**config.mk**
```make
export PLATFORM = sky130hd
export DESIGN_NAME = timer_digit_entry
export DESIGN_NICKNAME = d
export VERILOG_FILES = /design/src/rtl/timer_digit_entry_pkg.sv /design/src/rtl/timer_digit_entry_buffer.sv /design/src/rtl/timer_digit_entry.sv
export SDC_FILE = /design/constraint.sdc
export NUM_CORES = 1
export LEC_CHECK = 0
export CORE_ASPECT_RATIO = 0.7
export CORE_MARGIN = 4
export CORE_UTILIZATION = 51
export DETAILED_ROUTE_END_ITERATION = 10
export PLACE_DENSITY = 0.94
export SLEW_MARGIN = 10
export SYNTH_ARGS = -nofsm -noshare
export SYNTH_HDL_FRONTEND = slang
export SYNTH_HIERARCHICAL = 1
export SYNTH_SLANG_ARGS = --single-unit
export TNS_END_PERCENT = 50
```
**constraint.sdc**
```tcl
create_clock -name clk -period 3.14 [get_ports clk]
set_input_delay 0.471 -clock clk [delete_from_list [all_inputs] [get_ports clk]]
set_output_delay 0.471 -clock clk [all_outputs]
set_load 0.02 [all_outputs]
```
**src/rtl/timer_digit_entry_pkg.sv**
```systemverilog
// Shared types and constants for the microwave timer keypad entry block.
// Holds the FSM encoding, BCD limits and the MM:SS buffer layout.
package timer_digit_entry_pkg;

  localparam logic [1:0] S_IDLE  = 2'd0;
  localparam logic [1:0] S_ENTRY = 2'd1;
  localparam logic [1:0] S_LOAD  = 2'd2;
  localparam logic [1:0] S_RUN   = 2'd3;

  typedef enum logic [1:0] {
    IDLE  = S_IDLE,
    ENTRY = S_ENTRY,
    LOAD  = S_LOAD,
    RUN   = S_RUN
  } state_t;

  localparam logic [3:0] BCD_MAX      = 4'd9;
  localparam logic [3:0] SEC_TENS_MAX = 4'd5;
  localparam logic [2:0] DIGITS_MAX   = 3'd4;

  typedef struct packed {
    logic [3:0] min_tens;
    logic [3:0] min_ones;
    logic [3:0] sec_tens;
    logic [3:0] sec_ones;
  } mmss_t;

  // Seconds above 59 clamp to 59; minutes pass through.
  function automatic mmss_t normalise(input mmss_t t);
    mmss_t r;
    r = t;
    if (t.sec_tens > SEC_TENS_MAX) begin
      r.sec_tens = SEC_TENS_MAX;
      r.sec_ones = BCD_MAX;
    end
    return r;
  endfunction

endpackage

```
**src/rtl/timer_digit_entry_buffer.sv**
```systemverilog
// Four-digit BCD shift-in register with digit count and saturation.
// Priority: clear/flush, then parallel load, then shift.
module bcd_shift_buffer
  import timer_digit_entry_pkg::*;
(
  input  logic       clk,
  input  logic       clear,
  input  logic       flush,
  input  logic       load_en,
  input  mmss_t      load_val,
  input  logic       shift_en,
  input  logic [3:0] digit,
  output mmss_t      value,
  output logic [2:0] digit_count
);

  always_ff @(posedge clk) begin
    if (clear || flush) begin
      value       <= '0;
      digit_count <= '0;
    end else if (load_en) begin
      value <= load_val;
    end else if (shift_en && (digit_count < DIGITS_MAX)) begin
      value       <= {value.min_ones, value.sec_tens,
                      value.sec_ones, digit};
      digit_count <= digit_count + 3'd1;
    end
  end

endmodule

```
**src/rtl/timer_digit_entry.sv**
```systemverilog
// Keypad-side writer for the MM:SS down-counter chain: buffers digits,
// normalises seconds, strobes the parallel load and tracks the run.
module timer_digit_entry
  import timer_digit_entry_pkg::*;
#(
  parameter logic [3:0] QS_SEC_TENS = 4'd3,
  parameter logic [3:0] QS_SEC_ONES = 4'd0
) (
  input  logic       clk,
  input  logic       clear,
  input  logic       key_valid,
  input  logic [3:0] key_code,
  input  logic       start_key,
  input  logic       cancel_key,
  input  logic       timer_zero,
  output logic       loadn,
  output logic       count_enable,
  output logic [3:0] min_tens,
  output logic [3:0] min_ones,
  output logic [3:0] sec_tens,
  output logic [3:0] sec_ones,
  output logic [2:0] digit_count,
  output logic       running
);

  localparam mmss_t QS_VAL = {4'd0, 4'd0, QS_SEC_TENS, QS_SEC_ONES};

  state_t state;
  mmss_t  buf_q;
  mmss_t  load_val;
  logic   flush;
  logic   load_en;
  logic   shift_en;
  logic   key_ok;
  logic   buf_zero;

  assign key_ok   = key_valid && (key_code <= BCD_MAX);
  assign buf_zero = (buf_q == '0);

  // cancel > start > key; RUN and LOAD ignore keys and start.
  always_comb begin
    flush    = 1'b0;
    load_en  = 1'b0;
    shift_en = 1'b0;
    load_val = normalise(buf_q);
    unique case (state)
      IDLE: begin
        if (!cancel_key) begin
          if (start_key) begin
            load_en  = 1'b1;
            load_val = QS_VAL;
          end else begin
            shift_en = key_ok;
          end
        end
      end
      ENTRY: begin
        if (cancel_key) begin
          flush = 1'b1;
        end else if (start_key) begin
          flush   = buf_zero;
          load_en = !buf_zero;
        end else begin
          shift_en = key_ok;
        end
      end
      RUN: flush = cancel_key || timer_zero;
      default: ;
    endcase
  end

  always_ff @(posedge clk) begin
    if (clear) begin
      state        <= IDLE;
      loadn        <= 1'b1;
      count_enable <= 1'b0;
      running      <= 1'b0;
    end else begin
      loadn <= 1'b1;
      unique case (state)
        IDLE: begin
          if (load_en) begin
            state <= LOAD;
            loadn <= 1'b0;
          end else if (shift_en) begin
            state <= ENTRY;
          end
        end
        ENTRY: begin
          if (flush) begin
            state <= IDLE;
          end else if (load_en) begin
            state <= LOAD;
            loadn <= 1'b0;
          end
        end
        LOAD: begin
          state        <= RUN;
          count_enable <= 1'b1;
          running      <= 1'b1;
        end
        RUN: begin
          if (flush) begin
            state        <= IDLE;
            count_enable <= 1'b0;
            running      <= 1'b0;
          end
        end
        default: state <= IDLE;
      endcase
    end
  end

  bcd_shift_buffer u_buf (
    .clk         (clk),
    .clear       (clear),
    .flush       (flush),
    .load_en     (load_en),
    .load_val    (load_val),
    .shift_en    (shift_en),
    .digit       (key_code),
    .value       (buf_q),
    .digit_count (digit_count)
  );

  assign min_tens = buf_q.min_tens;
  assign min_ones = buf_q.min_ones;
  assign sec_tens = buf_q.sec_tens;
  assign sec_ones = buf_q.sec_ones;

endmodule

```
==> run metrics <==
largest area contributor in the netlist=dfxtp_1; Worst EP required=about 3.3 ns; CP endpoint kind=flip-flop; CTS tree=built; crit path time final=2.52 ns; Final period util=0.803; # Max-Cap Violations=0; Post-synth EDFFs=0; relative slew slack=0.445; worst-path fanout max=33; synth unique cells=33; RSZ-0062 raised after global routing=no; num ports=32; Post-CTS Setup Bufs=0; first-pass GRT wire length=5630 microns; antenna violations before repair=0; syn nets=178; Final TNS setup=0 ns; DRC viols=0; Avg Cell Area, Syn=~7.6 sq um; placed insts=approximately 220; vias=1329; Remaining Overflow, GRT=0; Rows=14; # diodes=0; clock tree root driver cell=clkbuf_4; global-route usage over all layers=0.219; worst setup path class=in2reg; Async SR Flop Fraction=0; clk_lat worst skew=0.31 ns; largest cells by area after synthesis=dfxtp_1 (37%), nand2_1 (10%), a31oi_1 (8.4%); total CTS buffers=3; nets=205; WL per Instance=15.3 microns; x dimension of the die=67.4 microns; share of cells above drive strength 1=0.0518; # hold bufs at CTS=0; WP buf/inv=2; leak pwr=0.000566 uW; Worst Path Arrival=~2.7 ns; buffers added on ports=31; fill count=201; Largest stage delay, worst path=0.54 ns; Seq. cell area=460 sq um; non-filler cells, final=225; overall power=740 uW; Clock Path Buffers=2; pwr dens=472 mW/mm^2; Hold Crit Class=reg2reg; Die ar.=0.00335 sq mm; Yosys top cell area share=0.365; synthesis-to-finish area growth=24.3%; Antenna Nets Post-Route=0; Core Region=0.00224 sq mm; vias in the first global route=1166; post-synthesis cell count=167; drt via density=between 5 and 6; top_reg_cell synth=dfxtp_1; clk_skew=0.00329 ns; post-CTS resize count=0; Initial DRT Pass Iterations=5; crit path cell chain=clkdlybuf4s50_1 -> or3b_4 -> a21oi_1 -> inv_1 -> o21ai_0 -> a31oi_1; largest net degree at the start of global routing=34; starting density of the core=0.563; clock transition at the registers of the reported paths=between 0.1 and 0.15 ns; clk sinks=23; startpoint types=input port; Placer Congestion=0.819; Slew @ Worst Pin=0.831 ns; Seq/Total Area, Yosys=0.365; Ys Warns=6; fmax=just under 400 MHz; number of hold violations in the final report=0; Iter 0 DRT Violations=between 90 and 100; Yosys reg bits=23; Die H=49.6 microns; status=completed; Pins Over Slew Limit=0; Routed WL=3450 microns; peak supply drop=349 uV; htree depth=1; Post-DP HPWL=2560 microns; CP top delay family=buffers and inverters; area of the multi-input gates=~710 sq um; Mapped Area=0.00126 sq mm; setup violators final=0; Slowest cell on crit path=clkdlybuf4s50_1
==> Yosys cell counts, types with 2 or more instances <==
library cell	instances
nand2_1	34
dfxtp_1	23
o21ai_0	20
a31oi_1	17
nor2_1	11
nor2b_1	11
a21oi_1	6
nor4_1	5
buf_6	4
nand2b_1	4
and2_1	3
buf_4	3
a21o_1	2
buf_2	2
clkbuf_1	2
inv_1	2
o21ai_1	2
==> per-stage QoR <==
step	setup WS [ns]	instance area (sq um)	hold WS, ns	utilization
6_report	0.619	1570	0.524	0.699
3_3_place_gp	0.549	1540	0.498	0.688
3_5_place_dp	0.317	1540	0.502	0.688
2_1_floorplan	1.38	1260	0.514	-
5_1_grt	0.467	1570	0.541	0.699
4_1_cts	0.656	1570	0.523	0.699
==> state kept, by name (all words and copies together) (netlist names) <==
name,count
u_buf/value,16
u_buf/digit_count,3
state,2
loadn,1
running,1
==> cell families after synthesis <==
kind of cell | synth area share
buffers and inverters | 0.0734
adder cells (fa/ha/maj) | 0.00992
AO/OA/AOI/OAI | 0.233
XOR/XNOR | 0.00695
AND/OR/NAND/NOR | 0.309
other | 0.00297
flip-flops | 0.365
==> cell type report <==
type	count	area share
Clock buffer	4	0.0168
Inverter	2	0.00479
Multi-Input combinational cell	131	0.452
Sequential cell	23	0.294
Tap cell	32	0.0255
Timing Repair Buffer	33	0.208
==> power breakdown <==
| part | switching (uW) | internal, uW | leakage [uW] |
|---|---|---|---|
| Sequential | 40.6 | 321 | 0.000188 |
| Clock | 87.8 | 49.7 | 0.0000150 |
| Combinational | 131 | 110 | 0.000362 |
==> final timing paths <==
kind         depth (start not counted)                                 to  slack (ns)                              start
min                                  2  u_buf/digit_count[1]$_SDFFE_PP0P_        0.52  u_buf/digit_count[1]$_SDFFE_PP0P_
max reg2reg                          6        u_buf/value[0]$_SDFFE_PP0P_        0.75        u_buf/value[5]$_SDFFE_PP0P_
min reg2reg                          2  u_buf/digit_count[1]$_SDFFE_PP0P_        0.52  u_buf/digit_count[1]$_SDFFE_PP0P_
max                                  6        u_buf/value[0]$_SDFFE_PP0P_        0.62                          start_key
==> worst register-to-register path: cells and delay by family (launching register included) <==
kind / cells / cell delay [ns]
compound gates: 3 / 0.60
buf+inv: 1 / 0.65
flops: 1 / 0.39
simple gates: 2 / 0.68
==> layer usage <==
layer  part of all wire  vias up  GRT usage
li1                   -      633          -
met2               0.46       77      0.347
met1               0.43      613      0.292
met5                  0        -          0
met4              0.018        0     0.0673
met3              0.087        6     0.0523
==> cells in the final DEF, fill, tap and decap left out <==
cell type         n
nand2_1          34
clkdlybuf4s50_1  31
dfxtp_1          23
o21ai_0          20
a31oi_1          17
nor2_1           11
nor2b_1          11
a21oi_1           6
nor4_1            5
nand2b_1          4
and2_1            3
clkbuf_4          3
a21o_1            2
inv_1             2
o21ai_1           2
buf_4             2
and4_1            1
or3b_4            1
nand4_1           1
nor2_4            1
or3_1             1
o21a_1            1
o21bai_1          1
o41ai_1           1
nor3b_1           1
o2bb2ai_1         1
clkbuf_1          1
nor2_2            1
nor3b_2           1
or2_2             1
xnor2_1           1
conb_1            1
ha_1              1
No activity file was read; power rests on OpenSTA's default activity.
